$ cat config.mk
export PLATFORM = sky130hd
export DESIGN_NAME = sincos_acq_sched
export DESIGN_NICKNAME = d
export VERILOG_FILES = /design/src/rtl/sincos_pkg.sv /design/src/rtl/acq_tick_gen.sv /design/src/rtl/sincos_acq_sched.sv
export SDC_FILE = /design/constraint.sdc
export NUM_CORES = 1
export LEC_CHECK = 0
export CAP_MARGIN = 15
export CORE_MARGIN = 2
export CORE_UTILIZATION = 57
export CTS_CLUSTER_SIZE = 16
export DETAILED_ROUTE_END_ITERATION = 10
export GPL_TIMING_DRIVEN = 0
export HOLD_SLACK_MARGIN = 0.03
export PLACE_DENSITY_LB_ADDON = 0.25
export SLEW_MARGIN = 20
export SYNTH_ARGS = -nofsm -noshare
export SYNTH_HDL_FRONTEND = slang
export SYNTH_SLANG_ARGS = --single-unit
$ cat constraint.sdc
create_clock -name clk -period 10.9 [get_ports clk]
set_input_delay 1.09 -clock clk [delete_from_list [all_inputs] [get_ports clk]]
set_output_delay 1.09 -clock clk [all_outputs]
set_load 0.005 [all_outputs]
$ cat src/rtl/sincos_pkg.sv
`default_nettype none
// ============================================================================
// Module      : sincos_pkg
// Description : Shared types and constants for the sin/cos acquisition
//               scheduler: FSM state encoding, default timeout, counter
//               widths and a saturating error-counter adder.
// Revision    : 1.0 - initial release
// ============================================================================
package sincos_pkg;

  typedef enum logic [1:0] {
    ST_IDLE = 2'd0,
    ST_TRIG = 2'd1,
    ST_WAIT = 2'd2,
    ST_HOLD = 2'd3
  } acq_state_t;

  localparam int C_PERIOD_W     = 16;
  localparam int C_TIMEOUT_CYC  = 400;
  localparam int C_DATA_W       = 32;
  localparam int C_SAMPLE_CNT_W = 16;
  localparam int C_ERR_CNT_W    = 8;

  // Adds 0..2 error events to the error counter, clamping at all-ones.
  function automatic logic [C_ERR_CNT_W-1:0] err_add_sat(
    input logic [C_ERR_CNT_W-1:0] cnt,
    input logic [1:0]             inc
  );
    logic [C_ERR_CNT_W:0] w_sum;
    w_sum = {1'b0, cnt} + {{(C_ERR_CNT_W-1){1'b0}}, inc};
    if (w_sum[C_ERR_CNT_W]) begin
      return {C_ERR_CNT_W{1'b1}};
    end
    return w_sum[C_ERR_CNT_W-1:0];
  endfunction

endpackage
`default_nettype wire

$ cat src/rtl/acq_tick_gen.sv
`default_nettype none
// ============================================================================
// Module      : acq_tick_gen
// Description : Periodic trigger tick generator. Counts 0..period-1 while
//               running and emits a one-cycle tick on period-1. A changed
//               period is only adopted at the next wrap.
// Ports       : clk, rst_n      - clock, async active-low reset
//               i_enable        - run request
//               i_period        - interval in clk cycles (0 = stopped)
//               o_tick          - one-cycle tick (combinational)
// Revision    : 1.0 - initial release
// ============================================================================
module acq_tick_gen
  import sincos_pkg::*;
#(
  parameter int PERIOD_W = C_PERIOD_W
) (
  input  logic                clk,
  input  logic                rst_n,
  input  logic                i_enable,
  input  logic [PERIOD_W-1:0] i_period,
  output logic                o_tick
);

  logic [PERIOD_W-1:0] r_cnt;
  logic [PERIOD_W-1:0] r_period;
  logic                r_active;
  logic                w_run;
  logic [PERIOD_W-1:0] w_period;

  assign w_run    = i_enable && (i_period != '0);
  // On the first running cycle no period has been latched yet, so the live
  // input is used; afterwards the value latched at the last wrap applies.
  assign w_period = r_active ? r_period : i_period;
  assign o_tick   = w_run && (r_cnt == (w_period - PERIOD_W'(1)));

  always_ff @(posedge clk or negedge rst_n) begin
    if (!rst_n) begin
      r_cnt    <= '0;
      r_period <= '0;
      r_active <= 1'b0;
    end else if (!w_run) begin
      r_cnt    <= '0;
      r_active <= 1'b0;
    end else begin
      r_active <= 1'b1;
      if (o_tick) begin
        r_cnt    <= '0;
        r_period <= i_period;
      end else begin
        r_cnt <= r_cnt + PERIOD_W'(1);
        if (!r_active) begin
          r_period <= i_period;
        end
      end
    end
  end

endmodule
`default_nettype wire

$ cat src/rtl/sincos_acq_sched.sv
`default_nettype none
// ============================================================================
// Module      : sincos_acq_sched
// Description : Periodic sin/cos acquisition scheduler. Issues a key pulse
//               to the sampler on each tick, waits for conv_done (with
//               timeout), holds the captured word until the consumer takes
//               it, and keeps sample and error statistics.
// Ports       : clk, rst_n           - clock, async active-low reset
//               enable, period       - tick control
//               clr_cnt              - clears sample_cnt / err_cnt
//               key                  - trigger to sampler (state TRIG)
//               conv_done, data_in   - sampler result strobe and word
//               data_out, data_valid, data_ready - output handshake
//               busy                 - FSM not idle
//               timeout_err, overrun - one-cycle error pulses
//               sample_cnt, err_cnt  - statistics
// Revision    : 1.0 - initial release
// ============================================================================
module sincos_acq_sched
  import sincos_pkg::*;
#(
  parameter int PERIOD_W    = C_PERIOD_W,
  parameter int TIMEOUT_CYC = C_TIMEOUT_CYC,
  parameter int DATA_W      = C_DATA_W
) (
  input  logic                      clk,
  input  logic                      rst_n,
  input  logic                      enable,
  input  logic [PERIOD_W-1:0]       period,
  input  logic                      clr_cnt,
  output logic                      key,
  input  logic                      conv_done,
  input  logic [DATA_W-1:0]         data_in,
  output logic [DATA_W-1:0]         data_out,
  output logic                      data_valid,
  input  logic                      data_ready,
  output logic                      busy,
  output logic                      timeout_err,
  output logic                      overrun,
  output logic [C_SAMPLE_CNT_W-1:0] sample_cnt,
  output logic [C_ERR_CNT_W-1:0]    err_cnt
);

  localparam int             TMO_W      = $clog2(TIMEOUT_CYC + 1);
  localparam logic [TMO_W-1:0] C_TMO_LAST = TMO_W'(TIMEOUT_CYC - 1);

  acq_state_t                r_state;
  acq_state_t                w_state_nxt;
  logic [TMO_W-1:0]          r_tmo_cnt;
  logic [DATA_W-1:0]         r_data_out;
  logic                      r_data_valid;
  logic                      r_timeout_err;
  logic                      r_overrun;
  logic [C_SAMPLE_CNT_W-1:0] r_sample_cnt;
  logic [C_ERR_CNT_W-1:0]    r_err_cnt;

  logic w_tick;
  logic w_capture;
  logic w_timeout;
  logic w_accept;
  logic w_overrun;

  acq_tick_gen #(
    .PERIOD_W (PERIOD_W)
  ) u_tick_gen (
    .clk      (clk),
    .rst_n    (rst_n),
    .i_enable (enable),
    .i_period (period),
    .o_tick   (w_tick)
  );

  always_ff @(posedge clk or negedge rst_n) begin
    if (!rst_n) begin
      r_state <= ST_IDLE;
    end else begin
      r_state <= w_state_nxt;
    end
  end

  always_comb begin
    w_state_nxt = r_state;
    w_capture   = 1'b0;
    w_timeout   = 1'b0;
    w_accept    = 1'b0;
    case (r_state)
      ST_IDLE: begin
        if (w_tick) begin
          w_state_nxt = ST_TRIG;
        end
      end
      ST_TRIG: begin
        w_state_nxt = ST_WAIT;
      end
      ST_WAIT: begin
        // conv_done takes priority over a coincident timeout.
        if (conv_done) begin
          w_capture   = 1'b1;
          w_state_nxt = ST_HOLD;
        end else if (r_tmo_cnt == C_TMO_LAST) begin
          w_timeout   = 1'b1;
          w_state_nxt = ST_IDLE;
        end
      end
      ST_HOLD: begin
        if (r_data_valid && data_ready) begin
          w_accept    = 1'b1;
          w_state_nxt = ST_IDLE;
        end
      end
      default: begin
        w_state_nxt = ST_IDLE;
      end
    endcase
  end

  assign w_overrun = w_tick && (r_state != ST_IDLE);

  always_ff @(posedge clk or negedge rst_n) begin
    if (!rst_n) begin
      r_tmo_cnt     <= '0;
      r_data_out    <= '0;
      r_data_valid  <= 1'b0;
      r_timeout_err <= 1'b0;
      r_overrun     <= 1'b0;
      r_sample_cnt  <= '0;
      r_err_cnt     <= '0;
    end else begin
      if (r_state == ST_TRIG) begin
        r_tmo_cnt <= '0;
      end else if (r_state == ST_WAIT) begin
        r_tmo_cnt <= r_tmo_cnt + TMO_W'(1);
      end

      if (w_capture) begin
        r_data_out   <= data_in;
        r_data_valid <= 1'b1;
      end else if (w_accept) begin
        r_data_valid <= 1'b0;
      end

      r_timeout_err <= w_timeout;
      r_overrun     <= w_overrun;

      if (clr_cnt) begin
        r_sample_cnt <= '0;
        r_err_cnt    <= '0;
      end else begin
        if (w_accept) begin
          r_sample_cnt <= r_sample_cnt + C_SAMPLE_CNT_W'(1);
        end
        r_err_cnt <= err_add_sat(r_err_cnt, {1'b0, w_timeout} + {1'b0, w_overrun});
      end
    end
  end

  assign key         = (r_state == ST_TRIG);
  assign busy        = (r_state != ST_IDLE);
  assign data_out    = r_data_out;
  assign data_valid  = r_data_valid;
  assign timeout_err = r_timeout_err;
  assign overrun     = r_overrun;
  assign sample_cnt  = r_sample_cnt;
  assign err_cnt     = r_err_cnt;

endmodule
`default_nettype wire

==> qor.yml, run 1 <==
drt-vias-per-instance: 6.10
fin_nets: 808
holdBufCountCts: 0
synth_xor_area_share_pct: 7.64
wl_mm: 15.9
synthesis.nets: 682
grt_pass1_wl_mm: 25.9
netlist_area_sq_mm: 0.00607
drv_slew: 0
rows: 37
grt_pass1_vias: 5437
place_area_sq_mm: 0.00741
start_kind: "flip-flop"
grt_max_degree: 59
hpwl_mm: 11.6
worstPathArrival_ns: 6.37
root_buffer: "clkbuf_8"
maxCapViolCount: 0
path_clk_slew_ns: 0.10
multi_input_area_sq_mm: 0.00329
antenna_cells: 0
cp-end-kind: "flip-flop"
synth.distinct_cells: 61
finalSetupViolCount: 0
syn_avg_cell_area_sq_um: 9.83
cts_resized: 0
synth_edf_count: 0
synth-compound-area-share_pct: 13.4
grt_use_total_pct: 28.4
start_util_pct: 58.8
path_common_cell: "buf_2"
final_area_sq_mm: 0.00759
pwr_density_cell_mw_per_mm2: 151
syn_to_final_growth_pct: 24.9
worst-path-max-fanout: 10
antenna_found_initial: 0
dp_cells: 869
irDropWorstVdd_uv: 144
yosys_warnings: 0
fin_cells: 885
coreArea_sq_mm: 0.0103
leakagePower_nw: 3.12
vias: 5402
dieWidth_microns: 107
wl_met1_mm: 6.54
cts_setup_buffers: 0
htree_levels: 3
cts_buffer_depth: 2
synth_mux_area_share_pct: 8.57
final_core_util_pct: 73.5
status: "finished, final reports clean"
io-pin-count: 115
wl_per_cell_microns: 17.9
relSlewSlack_pct: 49.5
routabilityCongestion: 0.955
slowest_delay_ns: 0.48
tightest_slew_ns: 0.747
grt.overflow.total: 0
wl_met3_mm: 1.22
tritoncts: "done"
synthAdderAreaFrac_pct: 2.18
synthSimpleGateAreaFrac_pct: 22.3
die_h_microns: 107
top_layer_used: "met4"
first_iter_violations: 433
ant_nets: 0
syn_inst: 618
nFillCells: 738
register_area_sq_mm: 0.00258
required_ns: 11.19
crit_chain: "buf_2 > buf_2 > buf_2 > clkbuf_1 > clkbuf_1 > mux2i_1 > ha_1 > o221ai_1 > nor3_1 > mux2i_1 > o311ai_0 > nand4_1 > nand2b_1 > fa_1 > inv_1 > ha_1 > and4_1 > nand4_1 > a21oi_1"
insertion_delay_ns: 0.37
path_buf_inv: 6
fmaxAchievable_mhz: 165
layout-drive-gt1-share_pct: 11.3
numCtsBuffers: 9
drc_errors: 0
io_buffers: 114
rsz0062_at_grt: "false"
met2_wirelength_mm: 7.72
die_area_sq_mm: 0.0115
crit_slowest_cell: "clkbuf_1"
setup_tns_ns: 0
hold_viol_final: 0
clock_sinks: 103
yosysSeqAreaShare_pct: 42.4
final_cell_mix: "clkdlybuf4s50_1, dfrtp_1, nand2_1, a21oi_1, mux2_2"
period_needed_ns: 6.08
synth.ff_latch_count: 103
async_flop_share_pct: 100
skew_ns: 0.00761
mostFrequentLayoutCell: "clkdlybuf4s50_1"
fin_crit_sh_pct: 55.8
synth_top_family_by_area: "simple AND/OR/NAND/NOR gates"
critical-path-top-delay-family: "buffers and inverters"
hp-class: "reg2reg"
path_class: "reg2reg"
firstDrtPassIters: 7
synthFlopType: "dfrtp_1"
-- metal layers --
| metal | vias up | track usage (%) |
|---|---|---|
| li1 | 2507 | - |
| met1 | 2626 | 35.3 |
| met2 | 226 | 47.7 |
| met3 | 43 | 7.17 |
| met4 | 0 | 10.5 |
| met5 | - | 0 |
-- layout make-up --
class | instances | area share, %
Multi-Input combinational cell | 470 | 43.3
Clock inverter | 4 | 0.379
Inverter | 13 | 0.643
Sequential cell | 103 | 34.0
Tap cell | 136 | 2.24
Buffer | 32 | 2.14
Clock buffer | 12 | 1.91
Timing Repair Buffer | 115 | 15.4
-- synthesized netlist by cell type (17+ instances only) --
library cell	instances	share of area, %
xnor2_1	26	3.7
dfrtp_1	103	42
nor2_1	22	1.4
a211o_1	17	2.5
mux2_2	32	5.9
xor2_1	27	3.9
clkbuf_1	17	1.1
a21oi_1	49	4.0
o21ai_0	20	1.6
nand2_1	57	3.5
nand3_1	19	1.6
and3_1	28	2.9
-- kinds of logic after synthesis --
logic type,after synthesis
AOI/OAI and AO/OA,123
xor gates and xnor gates,53
adders and majority gates,10
buffers and inverters,45
DFF,103
muxes,48
and+or+nand+nor,236
-- worst paths after layout --
kind / startpoint / to / slack [ns] / cells past startpoint
max: u_tick_gen.r_active / err_cnt[0] / 4.82 / 19
min: data_out[2] / data_out[2] / 0.51 / 1
max in group asynchronous: rst_n / err_cnt[0] / 9.64 / 2
max reg2reg: u_tick_gen.r_active / err_cnt[0] / 4.82 / 19
min in group asynchronous: rst_n / data_out[14] / 0.63 / 1
min reg2reg: data_out[2] / data_out[2] / 0.51 / 1
-- worst register-to-register path, stage by stage (launching register included) --
cell and delay [ns]:
dfrtp_1 0.46, buf_2 0.24, buf_2 0.28, buf_2 0.27, clkbuf_1 0.34, clkbuf_1 0.48
mux2i_1 0.31, ha_1 0.30, o221ai_1 0.32, nor3_1 0.38, mux2i_1 0.12, o311ai_0 0.45
nand4_1 0.29, nand2b_1 0.26, fa_1 0.41, inv_1 0.08, ha_1 0.21, and4_1 0.30
nand4_1 0.27, a21oi_1 0.23
-- state kept, by name (all words and copies together) (netlist names) --
signal               cells
u_tick_gen.r_cnt        16
timeout_err              1
data_valid               1
overrun                  1
data_out                32
u_tick_gen.r_period     16
err_cnt                  8
r_tmo_cnt                9
r_state                  2
u_tick_gen.r_active      1
sample_cnt              16
-- stage by stage --
| stage | power [mW] | worst slack (ns) | hold WS [ns] |
|---|---|---|---|
| after floorplan | 0.710 | 6.35 | 0.478 |
| after global placement | 0.909 | 4.89 | 0.486 |
| after detailed placement | 0.931 | 4.98 | 0.492 |
| after CTS | 1.15 | 4.94 | 0.515 |
| after global routing | 1.21 | 4.45 | 0.531 |
| final | 1.15 | 4.82 | 0.510 |
-- power by group --
part	internal [mW]	switching [mW]	total, mW
registers	0.463	0.0565	0.519
clock network	0.0901	0.132	0.222
logic	0.241	0.165	0.407
Power figures use the tool's default switching activity.
==> run 2: changes to the inputs <==
--- a/config.mk
+++ b/config.mk
@@ -7,7 +7,7 @@
 export LEC_CHECK = 0
 export CAP_MARGIN = 15
 export CORE_MARGIN = 2
-export CORE_UTILIZATION = 57
+export CORE_UTILIZATION = 53
 export CTS_CLUSTER_SIZE = 16
 export DETAILED_ROUTE_END_ITERATION = 10
 export GPL_TIMING_DRIVEN = 0
==> constraint.sdc (replaced) <==
create_clock -name clk -period 6.3 [get_ports clk]
set_input_delay 0.63 -clock clk [delete_from_list [all_inputs] [get_ports clk]]
set_output_delay 0.63 -clock clk [all_outputs]
set_load 0.005 [all_outputs]
==> run 2 against run 1 <==
  * Worst hold slack worse by 0.40 ns
  * Cell area up 2.3%
  * Highest routed layer unchanged
  * Fmax up 5.7%
  * Global-route usage down 1.7 points
  * Register-to-register slack worse by 4.3 ns
  * Via count down 0.70%
  * Count of clock-buffer cells in the layout down 3
==> qor.yml, run 2 (synthesis gave the netlist of run 1 again) <==
final_core_util_pct: 68.6  # was 73.5%
hp-class: "in2async"  # was reg2reg
grtUsageMet3_pct: 7.87  # was 7.17%
rows: 39  # was 37
period_needed_ns: 5.75  # was 6.08 ns
final_cell_mix: "clkdlybuf4s50_1, dfrtp_1, nand2_1, a21oi_1, mux2_2"  # unchanged
root_buffer: "clkbuf_16"  # was clkbuf_8
grt_use_met1_pct: 33.1  # was 35.3%
start_util_pct: 53.7  # was 58.8%
finalSetupViolCount: 0  # unchanged
status: "finished, final reports clean"  # unchanged
skew_ns: 0.0111  # was 0.00761 ns
wl_mm: 16.1  # was 15.9 mm
top_usage_layer: "met2"  # unchanged
clock_sinks: 103  # unchanged
coreArea_sq_mm: 0.0113  # was 0.0103 sq mm
r2r_slack_ns: 0.55  # was 4.82 ns
use_met2_pct: 44.0  # was 47.7%
drc_errors: 0  # unchanged
r2r_start: "u_tick_gen.r_active"  # unchanged
tritoncts: "done"  # unchanged
antenna_cells: 0  # unchanged
dieWidth_microns: 111  # was 107 microns
tightest_slew_ns: 0.823  # was 0.747 ns
ant_nets: 0  # unchanged
grt_max_degree: 83  # was 59
numCtsBuffers: 9  # unchanged
cp-end-kind: "flip-flop"  # unchanged
syn_to_final_growth_pct: 27.8  # was 24.9%
cts_setup_buffers: 0  # unchanged
path_class: "reg2reg"  # unchanged
leakagePower_nw: 3.20  # was 3.12 nW
mostFrequentLayoutCell: "clkdlybuf4s50_1"  # unchanged
io_buffers: 114  # unchanged
routabilityCongestion: 0.926  # was 0.955
worstPathArrival_ns: 6.04  # was 6.37 ns
start_kind: "flip-flop"  # unchanged
relSlewSlack_pct: 44.4  # was 49.5%
required_ns: 6.59  # was 11.19 ns
first_iter_violations: 351  # was 433
worst-path-max-fanout: 10  # unchanged
fin_crit_sh_pct: 91.3  # was 55.8%
grt_pass1_vias: 5437  # unchanged
wl_per_cell_microns: 18.1  # was 17.9 microns
io-pin-count: 115  # unchanged
drt-vias-per-instance: 6.01  # was 6.10
firstDrtPassIters: 5  # was 7
nFillCells: 899  # was 738
grt_pass1_wl_mm: 26.6  # was 25.9 mm
fmaxAchievable_mhz: 174  # was 165 MHz
reg2regPathDepth: 20  # was 19
pwr_density_cell_mw_per_mm2: 284  # was 151 mW/mm^2
antenna_found_initial: 0  # unchanged
irDropWorstVdd_uv: 281  # was 144 uV
grt.overflow.total: 0  # unchanged
layout-drive-gt1-share_pct: 12.0  # was 11.3%
path_clk_slew_ns: 0.08  # was 0.10 ns
setup_tns_ns: 0  # unchanged
hold_viol_final: 0  # unchanged
r2r_end: "err_cnt[0]"  # unchanged
largest_reg_flops: 32  # unchanged
multi_input_area_sq_mm: 0.00330  # was 0.00329 sq mm
drv_slew: 0  # unchanged
maxCapViolCount: 0  # unchanged
grt_use_total_pct: 26.6  # was 28.4%
rsz0062_at_grt: "false"  # unchanged
vias: 5364  # was 5402
die_h_microns: 111  # was 107 microns
fin_nets: 808  # unchanged
cts_buffer_depth: 2  # unchanged
holdWs_ns: 0.113  # was 0.510 ns
htree_levels: 3  # unchanged
die_area_sq_mm: 0.0123  # was 0.0115 sq mm
hpwl_mm: 11.7  # was 11.6 mm
register_area_sq_mm: 0.00258  # unchanged
insertion_delay_ns: 0.37  # about the same
==> run 2: cell count changes in the layout (fill, tap and decap cells not counted), moves of 2 or more <==
cell / before / now
clkbuf_8: 10 / 0
clkinvlp_4: 2 / 0
clkbuf_16: 0 / 9
clkinv_4: 0 / 2
clkbuf_1: 19 / 16
clkinv_8: 0 / 2
==> run 2: worst max-delay path by stage <==
stage	slack [ns]	to	cells past startpoint	start
6_report	0.55	err_cnt[0]	20	u_tick_gen.r_active
5_1_grt	0.14	err_cnt[0]	20	u_tick_gen.r_active
4_1_cts	0.25	err_cnt[0]	19	u_tick_gen.r_active
3_5_place_dp	0.29	err_cnt[0]	19	u_tick_gen.r_active
3_3_place_gp	0.43	err_cnt[0]	19	u_tick_gen.r_active
2_1_floorplan	1.75	err_cnt[0]	19	u_tick_gen.r_active
==> run 2: cell type report <==
class / count / share of cell area, %
Clock inverter: 7 / 1.29
Multi-Input combinational cell: 470 / 42.5
Clock buffer: 9 / 2.90
Sequential cell: 103 / 33.2
Timing Repair Buffer: 115 / 15.1
Tap cell: 143 / 2.30
Inverter: 13 / 0.629
Buffer: 32 / 2.11
==> run 2: metal layers <==
layer / up-vias / part of all wire, % / routed length [microns]
met5: - / 0 / 0
met4: 0 / 2.7 / 429
met3: 37 / 7.3 / 1170
met2: 207 / 49 / 7880
met1: 2622 / 41 / 6640
li1: 2498 / - / -
==> run 2: power by group <==
part	internal [mW]	switching, mW	total (mW)
Sequential	0.801	0.0969	0.898
Combinational	0.417	0.285	0.702
Clock	0.321	0.285	0.606
==> run 2: metrics by stage <==
| step | instance area, sq um | total power [mW] | setup WS (ns) | instances |
|---|---|---|---|---|
| final | 7760 | 2.21 | 0.548 | 892 |
| after global routing | 7760 | 2.32 | 0.141 | 892 |
| after CTS | 7750 | 2.22 | 0.245 | 892 |
| after detailed placement | 7420 | 1.61 | 0.287 | 876 |
| after global placement | 7390 | 1.58 | 0.429 | 875 |
| after floorplan | 6070 | 1.23 | 1.75 | 618 |
==> run 2: timing repair <==
item,in CTS,in global routing
hold buffers,0,0
gates resized for setup,0,5
setup endpoints to repair,0,8
==> run 2: critical path, cell delays in order, from the launching register on <==
cell and delay (ns):
dfrtp_1 0.47, buf_2 0.24, buf_2 0.29, buf_2 0.28
clkbuf_1 0.35, clkbuf_2 0.32, mux2i_1 0.36, ha_1 0.35
xnor2_1 0.17, xnor2_1 0.14, nand3_1 0.15, or3_1 0.34
a2111oi_1 0.26, nand4_1 0.25, nand2b_1 0.25, fa_1 0.40
inv_1 0.07, ha_1 0.19, and4_1 0.29, nand4_1 0.26
a21oi_1 0.23
==> run 3: changes to the inputs <==
==> constraint.sdc (replaced) <==
create_clock -name clk -period 5.7 [get_ports clk]
set_input_delay 0.57 -clock clk [delete_from_list [all_inputs] [get_ports clk]]
set_output_delay 0.57 -clock clk [all_outputs]
set_load 0.005 [all_outputs]
==> run 3 against run 2 <==
  * First-iteration DRC count increased by 1.7%
  * Critical path type unchanged
  * Clock skew about the same
  * Largest power group unchanged
  * Sequential share of layout area about the same
  * Count of clock-buffer cells in the layout unchanged
  * Worst hold slack got worse by 0.061 ns
  * Sequential power increased by 10%
  * Non-clock buffer count decreased by 1
  * Cell count decreased by 0.11%
  * Global-route usage about the same
  * Setup slack got worse by 0.13 ns
==> qor.yml, run 3 (synthesis gave the netlist of run 1 again) <==
status: "finished, final reports clean"  # unchanged
vias: 5345  # was 5364
p_seq_share_pct: 40.7  # about the same
hold_viol_final: 0  # unchanged
switching_share_pct: 30.2  # about the same
htree_levels: 3  # unchanged
power_frac_clock_pct: 27.4  # was 27.5%
critical-path-top-delay-family: "simple AND/OR/NAND/NOR gates"  # was buffers and inverters
path_depth: 19  # was 20
die_area_sq_mm: 0.0123  # unchanged
dieWidth_microns: 111  # unchanged
routabilityCongestion: 0.926  # unchanged
holdBufCountCts: 0  # unchanged
fin_cells: 891  # was 892
io_buffers: 114  # unchanged
drv_slew: 0  # unchanged
crit_end: "err_cnt[0]"  # unchanged
path_clk_slew_ns: 0.08  # about the same
power_frac_comb_pct: 31.8  # about the same
reg2regPathDepth: 19  # was 20
maxCapViolCount: 0  # unchanged
fmaxAchievable_mhz: 189  # was 174 MHz
p_int_mw: 1.70  # was 1.54 mW
irDropWorstVdd_uv: 310  # was 281 uV
drt-vias-per-instance: 6.00  # was 6.01
met2_wirelength_mm: 7.84  # was 7.88 mm
grt.overflow.total: 0  # unchanged
grt_pass1_vias: 5430  # was 5437
leakagePower_nw: 3.19  # was 3.20 nW
slowest_delay_ns: 0.47  # about the same
die_h_microns: 111  # unchanged
grt_pass1_wl_mm: 26.5  # was 26.6 mm
grt_use_total_pct: 26.6  # about the same
crit_chain: "buf_2 > clkbuf_4 > buf_4 > clkbuf_2 > mux2i_1 > ha_2 > xnor2_1 > xnor2_1 > nand3_1 > or3_1 > a2111oi_1 > nand4_1 > nand2b_1 > fa_1 > inv_1 > ha_1 > and4_1 > nand4_1 > a21oi_1"  # was buf_2 > buf_2 > buf_2 > clkbuf_1 > clkbuf_2 > mux2i_1 > ha_1 > xnor2_1 > xnor2_1 > nand3_1 > or3_1 > a2111oi_1 > nand4_1 > nand2b_1 > fa_1 > inv_1 > ha_1 > and4_1 > nand4_1 > a21oi_1
antenna_found_initial: 0  # unchanged
wl_met1_mm: 6.68  # was 6.64 mm
top_layer_used: "met4"  # unchanged
wl_mm: 16.1  # about the same
drc_errors: 0  # unchanged
path_buf_inv: 5  # was 6
largest_reg_flops: 32  # unchanged
cts_buffer_depth: 2  # unchanged
antenna_cells: 0  # unchanged
mostFrequentLayoutCell: "clkdlybuf4s50_1"  # unchanged
cp-end-kind: "flip-flop"  # unchanged
place_ws_ns: -0.313  # was 0.287 ns
layout-drive-gt1-share_pct: 12.2  # was 12.0%
root_buffer: "clkbuf_16"  # unchanged
cts_setup_buffers: 0  # unchanged
wl_per_cell_microns: 18.1  # about the same
path_class: "reg2reg"  # unchanged
power.net_switching_mw: 0.735  # was 0.667 mW
clock_sinks: 103  # unchanged
first_iter_violations: 357  # was 351
tritoncts: "done"  # unchanged
wl_met3_mm: 1.18  # was 1.17 mm
coreArea_sq_mm: 0.0113  # unchanged
holdWs_ns: 0.0526  # was 0.113 ns
grt_max_degree: 83  # unchanged
numCtsBuffers: 9  # unchanged
required_ns: 5.98  # was 6.59 ns
setup_tns_ns: 0  # unchanged
hp-class: "in2async"  # unchanged
start_util_pct: 53.7  # unchanged
r2r_slack_ns: 0.42  # was 0.55 ns
rows: 39  # unchanged
period_needed_ns: 5.28  # was 5.75 ns
cp-startpoint: "u_tick_gen.r_active"  # unchanged
fin_crit_sh_pct: 92.7  # was 91.3%
io-pin-count: 115  # unchanged
pwr_density_cell_mw_per_mm2: 314  # was 284 mW/mm^2
ant_nets: 0  # unchanged
firstDrtPassIters: 6  # was 5
rsz0062_at_grt: "false"  # unchanged
r2r_start: "u_tick_gen.r_active"  # unchanged
relSlewSlack_pct: 45.4  # was 44.4%
insertion_delay_ns: 0.36  # was 0.37 ns
crit_slowest_cell: "dfrtp_1"  # unchanged
hpwl_mm: 11.7  # unchanged
final_core_util_pct: 68.6  # about the same
worst-path-max-fanout: 19  # was 10
skew_ns: 0.0110  # was 0.0111 ns
tightest_slew_ns: 0.808  # was 0.823 ns
dp_cells: 876  # unchanged
syn_to_final_growth_pct: 27.8  # about the same
layout_setup_ws_ns: 0.417  # was 0.548 ns
fin_nets: 807  # was 808
finalSetupViolCount: 0  # unchanged
r2r_end: "err_cnt[0]"  # unchanged
final_cell_mix: "clkdlybuf4s50_1, dfrtp_1, nand2_1, a21oi_1, mux2_2"  # unchanged
start_kind: "flip-flop"  # unchanged
worstPathArrival_ns: 5.57  # was 6.04 ns
-- run 3: changes by cell type in the layout (fill, tap and decap cells not counted) --
cell / delta
buf_2: -2
clkbuf_1: -1
clkbuf_4: +1
ha_1: -1
buf_4: +1
ha_2: +1
-- run 3: metrics by stage --
stage | cell area, sq um | power (mW)
finish | 7770 | 2.44
global route | 7770 | 2.57
CTS | 7750 | 2.45
detailed placement | 7420 | 1.78
global placement | 7390 | 1.74
floorplan | 6070 | 1.36
-- run 3: power groups by stage --
stage,sequential (mW),combinational (mW),clock [mW]
after floorplan,0.997,0.360,0
after global placement,0.993,0.751,0
after detailed placement,1.00,0.774,0
after CTS,0.991,0.781,0.681
after global routing,1.01,0.846,0.712
final,0.992,0.776,0.668
-- run 3: area by class of cell --
cell class / count / area (sq um)
tap: 143 / 179
multi-input combinational: 470 / 3300
fill: 898 / 3550
inverter: 13 / 48.8
timing repair buffer: 115 / 1170
buffer: 31 / 165
clock buffer: 9 / 225
clock inverter: 7 / 100
sequential: 103 / 2580
-- run 3: per-layer routing --
layer / vias to the layer above / global-route usage [%]
met3: 36 / 7.93
met5: - / 0
li1: 2504 / -
met4: 0 / 10.7
met2: 206 / 43.8
met1: 2599 / 33.0
-- run 3: worst min path at each step --
stage	cells past startpoint	slack (ns)	start	end
floorplan	0	0.27	rst_n	data_out[0]
global placement	1	0.49	data_out[31]	data_out[31]
detailed placement	1	0.44	rst_n	u_tick_gen.r_cnt[0]
CTS	1	0.05	rst_n	u_tick_gen.r_cnt[3]
global route	1	0.06	rst_n	u_tick_gen.r_cnt[3]
finish	1	0.05	rst_n	u_tick_gen.r_cnt[3]
-- run 3: what timing repair did --
action                     CTS  global route
resized for setup            1             7
hold endpoints to repair     0             0
setup endpoints to repair    8             8
